### src/rtl/control_unit_pkg.sv
`default_nettype none
// +----------------------------------------------------------------------------+
// | control_unit_pkg                                                           |
// | Opcode/funct constants, ALU op enum and pipeline control-word types.       |
// | Revision: 1.0                                                              |
// +----------------------------------------------------------------------------+
package control_unit_pkg;

  localparam logic [5:0] OP_RTYPE   = 6'b000000;
  localparam logic [5:0] OP_ADDI    = 6'b001000;
  localparam logic [5:0] OP_ANDI    = 6'b001100;
  localparam logic [5:0] OP_LW      = 6'b100011;
  localparam logic [5:0] OP_SW      = 6'b101011;
  localparam logic [5:0] OP_BEQ     = 6'b000100;
  localparam logic [5:0] OP_BNE     = 6'b000101;
  localparam logic [5:0] OP_J       = 6'b000010;
  localparam logic [5:0] OP_VRTYPE  = 6'b010000;
  localparam logic [5:0] OP_VSCALAR = 6'b010001;
  localparam logic [5:0] OP_VLW     = 6'b010010;
  localparam logic [5:0] OP_VSW     = 6'b010101;

  localparam logic [5:0] FN_ADD = 6'b100000;
  localparam logic [5:0] FN_SUB = 6'b100010;
  localparam logic [5:0] FN_AND = 6'b100100;
  localparam logic [5:0] FN_OR  = 6'b100101;
  localparam logic [5:0] FN_SLT = 6'b101010;
  localparam logic [5:0] FN_SLL = 6'b000000;
  localparam logic [5:0] FN_SRL = 6'b000010;
  localparam logic [5:0] FN_MUL = 6'b011000;

  localparam logic [1:0] BR_NONE = 2'b00;
  localparam logic [1:0] BR_EQ   = 2'b01;
  localparam logic [1:0] BR_NE   = 2'b10;

  typedef enum logic [2:0] {
    ALU_ADD = 3'b000,
    ALU_SUB = 3'b001,
    ALU_AND = 3'b010,
    ALU_OR  = 3'b011,
    ALU_SLT = 3'b100,
    ALU_SLL = 3'b101,
    ALU_SRL = 3'b110,
    ALU_MUL = 3'b111
  } aluOp_t;

  // Full word latched into D->E; later stages keep only the fields they still need.
  typedef struct packed {
    logic   regwrite;
    logic   vregwrite;
    logic   memtoreg;
    logic   memwrite;
    logic   memdata;
    logic   memsrc;
    logic   alusrc;
    logic   scalar;
    logic   regdst;
    aluOp_t alucontrol;
  } ctrlWord_t;

  typedef struct packed {
    logic regwrite;
    logic vregwrite;
    logic memtoreg;
    logic memwrite;
    logic memdata;
    logic memsrc;
  } ctrlMem_t;

  typedef struct packed {
    logic regwrite;
    logic vregwrite;
    logic memtoreg;
  } ctrlWb_t;

  function automatic aluOp_t functToAluOp(input logic [5:0] funct);
    aluOp_t op;
    case (funct)
      FN_ADD:  op = ALU_ADD;
      FN_SUB:  op = ALU_SUB;
      FN_AND:  op = ALU_AND;
      FN_OR:   op = ALU_OR;
      FN_SLT:  op = ALU_SLT;
      FN_SLL:  op = ALU_SLL;
      FN_SRL:  op = ALU_SRL;
      FN_MUL:  op = ALU_MUL;
      default: op = ALU_ADD;
    endcase
    return op;
  endfunction

endpackage
`default_nettype wire

### src/rtl/control_unit_if.sv
`default_nettype none
// +----------------------------------------------------------------------------+
// | control_unit_if                                                            |
// | Decode-stage inputs and per-stage control outputs between datapath and CU. |
// | Revision: 1.0                                                              |
// +----------------------------------------------------------------------------+
interface control_unit_if;
  logic [5:0]  opD;
  logic [5:0]  functD;
  logic [31:0] srca2D;
  logic [31:0] srcb2D;
  logic        flushE;

  logic        jumpD;
  logic [1:0]  branchD;
  logic        pcsrcD;

  logic        alusrcE;
  logic        scalarE;
  logic [2:0]  alucontrolE;
  logic        regdstE;
  logic        regwriteE;
  logic        memtoregE;

  logic        memwriteM;
  logic        memdataM;
  logic        memsrcM;
  logic        regwriteM;
  logic        memtoregM;

  logic        regwriteW;
  logic        VregwriteW;
  logic        memtoregW;

  // Datapath side
  modport master (
    output opD, functD, srca2D, srcb2D, flushE,
    input  jumpD, branchD, pcsrcD,
    input  alusrcE, scalarE, alucontrolE, regdstE, regwriteE, memtoregE,
    input  memwriteM, memdataM, memsrcM, regwriteM, memtoregM,
    input  regwriteW, VregwriteW, memtoregW
  );

  // Control unit side
  modport slave (
    input  opD, functD, srca2D, srcb2D, flushE,
    output jumpD, branchD, pcsrcD,
    output alusrcE, scalarE, alucontrolE, regdstE, regwriteE, memtoregE,
    output memwriteM, memdataM, memsrcM, regwriteM, memtoregM,
    output regwriteW, VregwriteW, memtoregW
  );
endinterface
`default_nettype wire

### src/rtl/control_unit_decoder.sv
`default_nettype none
// +----------------------------------------------------------------------------+
// | control_decoder                                                            |
// | Combinational main decode and ALU decode from opD/functD.                  |
// | Revision: 1.0                                                              |
// +----------------------------------------------------------------------------+
module control_decoder
  import control_unit_pkg::*;
(
  input  logic [5:0] opD,
  input  logic [5:0] functD,
  output ctrlWord_t  ctrlD,
  output logic       jumpD,
  output logic [1:0] branchD
);

  // Unlisted opcodes fall through with the all-zero NOP word.
  always_comb begin
    ctrlD   = '0;
    jumpD   = 1'b0;
    branchD = BR_NONE;
    case (opD)
      OP_RTYPE: begin
        ctrlD.regwrite   = 1'b1;
        ctrlD.regdst     = 1'b1;
        ctrlD.alucontrol = functToAluOp(functD);
      end
      OP_ADDI: begin
        ctrlD.regwrite   = 1'b1;
        ctrlD.alusrc     = 1'b1;
        ctrlD.alucontrol = ALU_ADD;
      end
      OP_ANDI: begin
        ctrlD.regwrite   = 1'b1;
        ctrlD.alusrc     = 1'b1;
        ctrlD.alucontrol = ALU_AND;
      end
      OP_LW: begin
        ctrlD.regwrite   = 1'b1;
        ctrlD.alusrc     = 1'b1;
        ctrlD.memtoreg   = 1'b1;
        ctrlD.alucontrol = ALU_ADD;
      end
      OP_SW: begin
        ctrlD.memwrite   = 1'b1;
        ctrlD.alusrc     = 1'b1;
        ctrlD.alucontrol = ALU_ADD;
      end
      OP_BEQ: begin
        branchD          = BR_EQ;
        ctrlD.alucontrol = ALU_SUB;
      end
      OP_BNE: begin
        branchD          = BR_NE;
        ctrlD.alucontrol = ALU_SUB;
      end
      OP_J: begin
        jumpD = 1'b1;
      end
      OP_VRTYPE: begin
        ctrlD.vregwrite  = 1'b1;
        ctrlD.regdst     = 1'b1;
        ctrlD.alucontrol = functToAluOp(functD);
      end
      OP_VSCALAR: begin
        ctrlD.vregwrite  = 1'b1;
        ctrlD.regdst     = 1'b1;
        ctrlD.scalar     = 1'b1;
        ctrlD.alucontrol = functToAluOp(functD);
      end
      OP_VLW: begin
        ctrlD.vregwrite  = 1'b1;
        ctrlD.alusrc     = 1'b1;
        ctrlD.memtoreg   = 1'b1;
        ctrlD.memdata    = 1'b1;
        ctrlD.alucontrol = ALU_ADD;
      end
      OP_VSW: begin
        ctrlD.memwrite   = 1'b1;
        ctrlD.alusrc     = 1'b1;
        ctrlD.memdata    = 1'b1;
        ctrlD.memsrc     = 1'b1;
        ctrlD.alucontrol = ALU_ADD;
      end
      default: begin
        ctrlD = '0;
      end
    endcase
  end

endmodule
`default_nettype wire

### src/rtl/control_unit.sv
`default_nettype none
// +----------------------------------------------------------------------------+
// | control_unit                                                               |
// | Decode, branch resolution and D->E->M->W control pipeline.                 |
// | Revision: 1.0                                                              |
// +----------------------------------------------------------------------------+
module control_unit
  import control_unit_pkg::*;
(
  input  logic         clk,
  input  logic         reset,
  control_unit_if.slave bus
);

  ctrlWord_t  ctrlD;
  ctrlWord_t  ctrlE;
  ctrlMem_t   ctrlM;
  ctrlWb_t    ctrlW;
  logic       jumpD;
  logic [1:0] branchD;
  logic       operandsEqual;

  control_decoder uDecoder (
    .opD     (bus.opD),
    .functD  (bus.functD),
    .ctrlD   (ctrlD),
    .jumpD   (jumpD),
    .branchD (branchD)
  );

  assign operandsEqual = (bus.srca2D == bus.srcb2D);

  assign bus.jumpD   = jumpD;
  assign bus.branchD = branchD;
  assign bus.pcsrcD  = ((branchD == BR_EQ) &&  operandsEqual) ||
                       ((branchD == BR_NE) && !operandsEqual);

  // flushE turns the D->E load into a bubble; reset dominates it.
  always_ff @(posedge clk) begin
    if (reset) begin
      ctrlE <= '0;
    end else if (bus.flushE) begin
      ctrlE <= '0;
    end else begin
      ctrlE <= ctrlD;
    end
  end

  always_ff @(posedge clk) begin
    if (reset) begin
      ctrlM <= '0;
    end else begin
      ctrlM.regwrite  <= ctrlE.regwrite;
      ctrlM.vregwrite <= ctrlE.vregwrite;
      ctrlM.memtoreg  <= ctrlE.memtoreg;
      ctrlM.memwrite  <= ctrlE.memwrite;
      ctrlM.memdata   <= ctrlE.memdata;
      ctrlM.memsrc    <= ctrlE.memsrc;
    end
  end

  always_ff @(posedge clk) begin
    if (reset) begin
      ctrlW <= '0;
    end else begin
      ctrlW.regwrite  <= ctrlM.regwrite;
      ctrlW.vregwrite <= ctrlM.vregwrite;
      ctrlW.memtoreg  <= ctrlM.memtoreg;
    end
  end

  assign bus.alusrcE     = ctrlE.alusrc;
  assign bus.scalarE     = ctrlE.scalar;
  assign bus.alucontrolE = ctrlE.alucontrol;
  assign bus.regdstE     = ctrlE.regdst;
  assign bus.regwriteE   = ctrlE.regwrite;
  assign bus.memtoregE   = ctrlE.memtoreg;

  assign bus.memwriteM   = ctrlM.memwrite;
  assign bus.memdataM    = ctrlM.memdata;
  assign bus.memsrcM     = ctrlM.memsrc;
  assign bus.regwriteM   = ctrlM.regwrite;
  assign bus.memtoregM   = ctrlM.memtoreg;

  assign bus.regwriteW   = ctrlW.regwrite;
  assign bus.VregwriteW  = ctrlW.vregwrite;
  assign bus.memtoregW   = ctrlW.memtoreg;

endmodule
`default_nettype wire

### src/flat_wrapper.sv
// flat-port wrapper written by rule: the top's interface ports become plain ports
module control_unit_flat import control_unit_pkg::*;
  (clk, reset, bus_opD, bus_functD, bus_srca2D, bus_srcb2D, bus_flushE, bus_jumpD, bus_branchD, bus_pcsrcD, bus_alusrcE, bus_scalarE, bus_alucontrolE, bus_regdstE, bus_regwriteE, bus_memtoregE, bus_memwriteM, bus_memdataM, bus_memsrcM, bus_regwriteM, bus_memtoregM, bus_regwriteW, bus_VregwriteW, bus_memtoregW);
  control_unit_if bus_i ();
  input  logic clk;
  input  logic reset;
  input wire logic [$bits(bus_i.opD)-1:0] bus_opD;
  input wire logic [$bits(bus_i.functD)-1:0] bus_functD;
  input wire logic [$bits(bus_i.srca2D)-1:0] bus_srca2D;
  input wire logic [$bits(bus_i.srcb2D)-1:0] bus_srcb2D;
  input wire logic [$bits(bus_i.flushE)-1:0] bus_flushE;
  output wire logic [$bits(bus_i.jumpD)-1:0] bus_jumpD;
  output wire logic [$bits(bus_i.branchD)-1:0] bus_branchD;
  output wire logic [$bits(bus_i.pcsrcD)-1:0] bus_pcsrcD;
  output wire logic [$bits(bus_i.alusrcE)-1:0] bus_alusrcE;
  output wire logic [$bits(bus_i.scalarE)-1:0] bus_scalarE;
  output wire logic [$bits(bus_i.alucontrolE)-1:0] bus_alucontrolE;
  output wire logic [$bits(bus_i.regdstE)-1:0] bus_regdstE;
  output wire logic [$bits(bus_i.regwriteE)-1:0] bus_regwriteE;
  output wire logic [$bits(bus_i.memtoregE)-1:0] bus_memtoregE;
  output wire logic [$bits(bus_i.memwriteM)-1:0] bus_memwriteM;
  output wire logic [$bits(bus_i.memdataM)-1:0] bus_memdataM;
  output wire logic [$bits(bus_i.memsrcM)-1:0] bus_memsrcM;
  output wire logic [$bits(bus_i.regwriteM)-1:0] bus_regwriteM;
  output wire logic [$bits(bus_i.memtoregM)-1:0] bus_memtoregM;
  output wire logic [$bits(bus_i.regwriteW)-1:0] bus_regwriteW;
  output wire logic [$bits(bus_i.VregwriteW)-1:0] bus_VregwriteW;
  output wire logic [$bits(bus_i.memtoregW)-1:0] bus_memtoregW;
  assign bus_i.opD = bus_opD;
  assign bus_i.functD = bus_functD;
  assign bus_i.srca2D = bus_srca2D;
  assign bus_i.srcb2D = bus_srcb2D;
  assign bus_i.flushE = bus_flushE;
  assign bus_jumpD = bus_i.jumpD;
  assign bus_branchD = bus_i.branchD;
  assign bus_pcsrcD = bus_i.pcsrcD;
  assign bus_alusrcE = bus_i.alusrcE;
  assign bus_scalarE = bus_i.scalarE;
  assign bus_alucontrolE = bus_i.alucontrolE;
  assign bus_regdstE = bus_i.regdstE;
  assign bus_regwriteE = bus_i.regwriteE;
  assign bus_memtoregE = bus_i.memtoregE;
  assign bus_memwriteM = bus_i.memwriteM;
  assign bus_memdataM = bus_i.memdataM;
  assign bus_memsrcM = bus_i.memsrcM;
  assign bus_regwriteM = bus_i.regwriteM;
  assign bus_memtoregM = bus_i.memtoregM;
  assign bus_regwriteW = bus_i.regwriteW;
  assign bus_VregwriteW = bus_i.VregwriteW;
  assign bus_memtoregW = bus_i.memtoregW;
  control_unit u_core (.clk(clk), .reset(reset), .bus(bus_i));
endmodule
### config.mk
export PLATFORM = sky130hd
export DESIGN_NAME = control_unit_flat
export DESIGN_NICKNAME = d
export VERILOG_FILES = /design/src/rtl/control_unit_pkg.sv /design/src/rtl/control_unit_if.sv /design/src/rtl/control_unit_decoder.sv /design/src/rtl/control_unit.sv /design/src/flat_wrapper.sv
export SDC_FILE = /design/constraint.sdc
export NUM_CORES = 1
export LEC_CHECK = 0
export ABC_AREA = 1
export BUFFER_PORTS_ARGS = -buffer_cell sky130_fd_sc_hd__buf_2
export CAP_MARGIN = 20
export CORE_MARGIN = 2
export CORE_UTILIZATION = 45
export DETAILED_ROUTE_END_ITERATION = 10
export PLACE_DENSITY = 0.85
export SETUP_SLACK_MARGIN = 0.1
export SKIP_CTS_REPAIR_TIMING = 1
export SLEW_MARGIN = 20
export SYNTH_ARGS = -nofsm -noshare
export SYNTH_HDL_FRONTEND = slang
export SYNTH_HIERARCHICAL = 1
export SYNTH_SLANG_ARGS = --single-unit
export TNS_END_PERCENT = 10
### constraint.sdc
create_clock -name clk -period 3.7 [get_ports clk]
set_input_delay 0.74 -clock clk [delete_from_list [all_inputs] [get_ports clk]]
set_output_delay 0.74 -clock clk [all_outputs]
set_load 0.02 [all_outputs]
# ---- After elaboration in Yosys (flattened, before gate mapping)
# Index checks and enable logic that the tools add are counted.
dict set report op_classes {
  eq_ne 20
  mux 13
  n_reduce_logical 15
}
# operator n
set ops {}
lappend ops {{$eq 6x6->1 const B} 6}
lappend ops {{$eq 32x32->1} 1}
lappend ops {{$eq 6x5->1 const B} 5}
lappend ops {{$pmux 3 s7} 1}
lappend ops {{$eq 6x2->1 const B} 2}
lappend ops {{$eq 6x3->1 const B} 2}
lappend ops {{$eq 6x4->1 const B} 2}
lappend ops {{$logic_not 6->1} 2}
lappend ops {{$mux 1} 10}
lappend ops {{$reduce_or 2->1} 5}
lappend ops {{$pmux 3 s3} 1}
lappend ops {{$reduce_or 3->1} 2}
lappend ops {{$reduce_or 6->1} 1}
lappend ops {{$pmux 2 s2} 1}
lappend ops {{$reduce_or 4->1} 1}
lappend ops {{$eq 2x1->1 const B} 1}
lappend ops {{$eq 2x2->1 const B} 1}
lappend ops {{$logic_and 1x1->1} 2}
lappend ops {{$logic_not 1->1} 1}
lappend ops {{$logic_or 1x1->1} 1}
dict set report word_totals {
  reg_bits 21
  elab_cells 67
}

# ---- Logic depth before layout (Yosys ltp)
dict set report depth {
  ltp_word 5
  mapped_depth 10
}

# ---- By module
# Netlist, hierarchy kept.
# mod n_inst cells_per_inst area_each_um2 seq_area_each_um2
set modules_own_cells {}
lappend modules_own_cells {control_unit 1 175 1151.1 420.4}
lappend modules_own_cells {control_decoder 1 73 329.1 0.0}

# ---- Worst setup path before layout
# Ideal clock, no wire load.
dict set report synth_path {
  path_kind {input -> output}
  from {input bus_opD[0]}
  to {output bus_pcsrcD}
  arrival_time_ns 1.986
  required_ns 2.960
  path_slack_ns 0.974
  path_stages 7
  path_buffers 0
  cell_sequence {inv_1 -> nand3_1 -> nor3_1 -> inv_1 -> nor2_1 -> nand3_1 -> nand2_1}
}
dict set report synth_via {
  elab_chain_len 5
}
# item line
set synth_rtl {}
lappend synth_rtl {{start, declared} flat_wrapper.sv:7} ;# input wire logic [$bits(bus_i.opD)-1:0] bus_opD;
lappend synth_rtl {{$eq 6x3->1} control_unit_decoder.sv:22} ;# case (opD)
lappend synth_rtl {{$pmux 2 s2 *} control_unit_decoder.sv:22}
lappend synth_rtl {{named net bus_branchD[0]} flat_wrapper.sv:13} ;# output wire logic [$bits(bus_i.branchD)-1:0] bus_branchD;
lappend synth_rtl {{$eq 2x1->1 or $eq 2x2->1 (tied branches)} {control_unit.sv:35, control_unit.sv:36}}
lappend synth_rtl {{$logic_and 1x1->1 (on tied branches)} {control_unit.sv:35, control_unit.sv:36}}
lappend synth_rtl {{$logic_or 1x1->1 *} control_unit.sv:35} ;# assign bus.pcsrcD = ((branchD == BR_EQ) && operandsEqual) ||
lappend synth_rtl {{end, declared} flat_wrapper.sv:14} ;# output wire logic [$bits(bus_i.pcsrcD)-1:0] bus_pcsrcD;
# The timed path passes the listed nets; every way through them passes the cells marked *.

# ---- Worst setup path after layout
dict set report layout_path {
  from {input bus_opD[4]}
  to {output bus_pcsrcD}
}
dict set report layout_via {
  elab_chain_len 5
}
# item line
set layout_rtl {}
lappend layout_rtl {{$eq 6x3->1} control_unit_decoder.sv:22}
lappend layout_rtl {{$pmux 2 s2 *} control_unit_decoder.sv:22}
lappend layout_rtl {{$eq 2x1->1 or $eq 2x2->1 (tied branches)} {control_unit.sv:35, control_unit.sv:36}}
lappend layout_rtl {{$logic_and 1x1->1 (on tied branches)} {control_unit.sv:35, control_unit.sv:36}}
lappend layout_rtl {{$logic_or 1x1->1 *} control_unit.sv:35}
# Every way passes the cells marked *; elsewhere a longest branch is shown, timed or not.

==> run metrics <==
maxcap violations=0; Slew headroom=75.5%; Pwr Density=about 230 mW/mm^2; Final Util=64.7%; first-pass iteration count of the detailed router=4; worst reg-to-reg setup slack=about 3.2 ns; clock skew=0.00305 ns; starting density of the core=47.7%; final setup violation count=0; reg-to-reg endpoint=u_core/bus.memtoregM; Die Height=61.4 um; unrepaired setup endpoints after global routing=false; Worst Hold End=u_core/ctrlM[4]; Final Hold Viols=0; worst hold path class=reg2reg; crit-path max cell delay=0.31 ns; DRT Wirelength=3130 um; first-pass GRT wire length=4950 um; clk buf depth=2; arrival time of the worst setup path=between 1.5 and 2 ns; # DRC=0; WHS Path Cells=2; post-synthesis instance total=approximately 250; HPWL Detailed=2810 um; Critical-path top delay cell=nor3_1; TritonCTS clock tree=done; commonest cells after routing, fill and taps aside=buf_2 (98), nand2_1 (63), inv_1 (58); Post-DRT Antenna Nets=0; post-synthesis cell area=0.00148 mm^2; die area=0.00376 mm^2; die width=61.4 um; Root Buffer=clkbuf_4; Hold Crit Start=u_core/ctrlE[10]; Worst Max-Slew Pin Slew=0.365 ns; peak supply drop=0.000125 V; Ports=99; sequential fraction of the synthesis area=28.4%; Setup crit start kind=primary input; placed insts=385; first-iteration detailed-routing DRC count=38; register area=420 um^2; pin count of the biggest net entering global routing=13; CP max FO=4; max FFs per register=4; GRT Util Overall=about 17%; Nets=425; fmax=380 MHz; Ys Warns=6; post-synthesis register bit count=21; status=complete, no violations; post-synthesis to final-layout area growth=35.6%; vias in the first global route=1358; Layout fillers=311; Cell variety after synth=19; setup total negative slack=0 ns; fin. max-slew vios=0; Syn Area/Cell=5.97 um^2; area occupied by multi-input gates=roughly 800 um^2; Setup CP Type=in2out; most common cell after layout, fill and taps aside=buf_2; Worst EP required=2.96 ns; fin cells=389; LEAKAGE=1.17 nW; reg-to-reg startpoint=u_core/bus.memtoregE; Synth Net Count=327; vias per inst=4.16; Final Cycle Share=71.0%; CTS Buf Count=3; min cycle time layout=2.63 ns; remaining global-route overflow=0; ant diodes=0; GP Congestion=0.759; share of layout cells above drive strength 1=32.2%; reg2reg path depth=2; Top reg by flops=u_core/ctrlE; PortBufs=98; routed via count=1618; final hold slack=0.408 ns; row cnt=20; initial antenna violation count=0; post-DR wirelength/cell=8.05 um; clock sink count=21; Worst setup EP type=output port; core area=0.00310 mm^2; CTS clk-pin slew, worst paths=about 0.10 ns; clk_lat worst skew=0.29 ns; CTS HTree Levels=1; CP cell instances=buf_2, nor2_2, nand3_1, nor3_1, inv_1, nor2_1, nand3_1, nand2_1, buf_2
-- cell families after synthesis --
logic type	share of synthesized area, %
AOI/OAI and AO/OA	1.77
xor gates and xnor gates	13.6
buffers and inverters	17.8
DFF	28.4
and+or+nand+nor	38.5
-- critical path, delay by kind of cell --
| family | cells | cell delay (ns) |
|---|---|---|
| buffers and inverters | 3 | 0.35 |
| and+or+nand+nor | 6 | 0.79 |
-- how the worst max path moves through the flow --
stage / slack (ns) / from / cells after the start / end
final: 1.07 / bus_opD[4] / 9 / bus_pcsrcD
after global routing: 0.88 / bus_opD[4] / 9 / bus_pcsrcD
after CTS: 1.06 / bus_opD[4] / 9 / bus_pcsrcD
after detailed placement: 1.07 / bus_opD[4] / 9 / bus_pcsrcD
after global placement: 1.11 / bus_opD[4] / 9 / bus_pcsrcD
after floorplan: 0.97 / bus_opD[0] / 7 / bus_pcsrcD
-- report_power, final --
| part | internal, W | total, W | switching [W] |
|---|---|---|---|
| Clock | 0.0000420 | 0.000103 | 0.0000610 |
| Sequential | 0.000227 | 0.000228 | 0.000000320 |
| Combinational | 0.0000626 | 0.000121 | 0.0000587 |
| Total | 0.000332 | 0.000452 | 0.000120 |
-- area by class of cell --
| type | instances | share of cell area (%) |
|---|---|---|
| flip-flops and latches | 21 | 20.9 |
| well taps | 44 | 2.74 |
| clock buffers | 4 | 1.31 |
| multi-input cells | 164 | 39.7 |
| inverters | 58 | 10.8 |
| repair buffers | 98 | 24.4 |
-- synthesized netlist by cell type --
cell / n / area share [%]
nand2_1: 63 / 16
inv_1: 58 / 15
nor2_1: 47 / 12
xnor2_1: 23 / 14
dfxtp_1: 21 / 28
nand3_1: 13 / 4.4
nor2_2: 5 / 2.1
buf_4: 3 / 1.5
buf_6: 2 / 1.5
nand2_2: 2 / 0.85
nand4_1: 2 / 0.85
nor3_1: 2 / 0.68
and3_1: 1 / 0.42
nand3_2: 1 / 0.68
o21a_1: 1 / 0.51
o21ai_0: 1 / 0.34
o21ai_1: 1 / 0.34
o21ai_2: 1 / 0.59
or2_4: 1 / 0.59
-- per-stage QoR --
| step | total power (W) | setup slack (ns) | instance area, um^2 |
|---|---|---|---|
| finish | 0.000452 | 1.07 | 2010 |
| global route | 0.000481 | 0.877 | 2010 |
| CTS | 0.000455 | 1.06 | 2010 |
| detailed placement | 0.000354 | 1.07 | 1980 |
| global placement | 0.000351 | 1.11 | 1980 |
| floorplan | 0.000298 | 0.974 | 1480 |
-- routing by layer --
| layer | GRT usage (%) | vias up | wire, um |
|---|---|---|---|
| met5 | 0 | - | 0 |
| met3 | 3.78 | 4 | 279 |
| li1 | - | 902 | - |
| met2 | 33.1 | 68 | 1480 |
| met4 | 6.99 | 0 | 31 |
| met1 | 17.3 | 644 | 1340 |
Note: power is estimated with default switching activity, not from simulation.
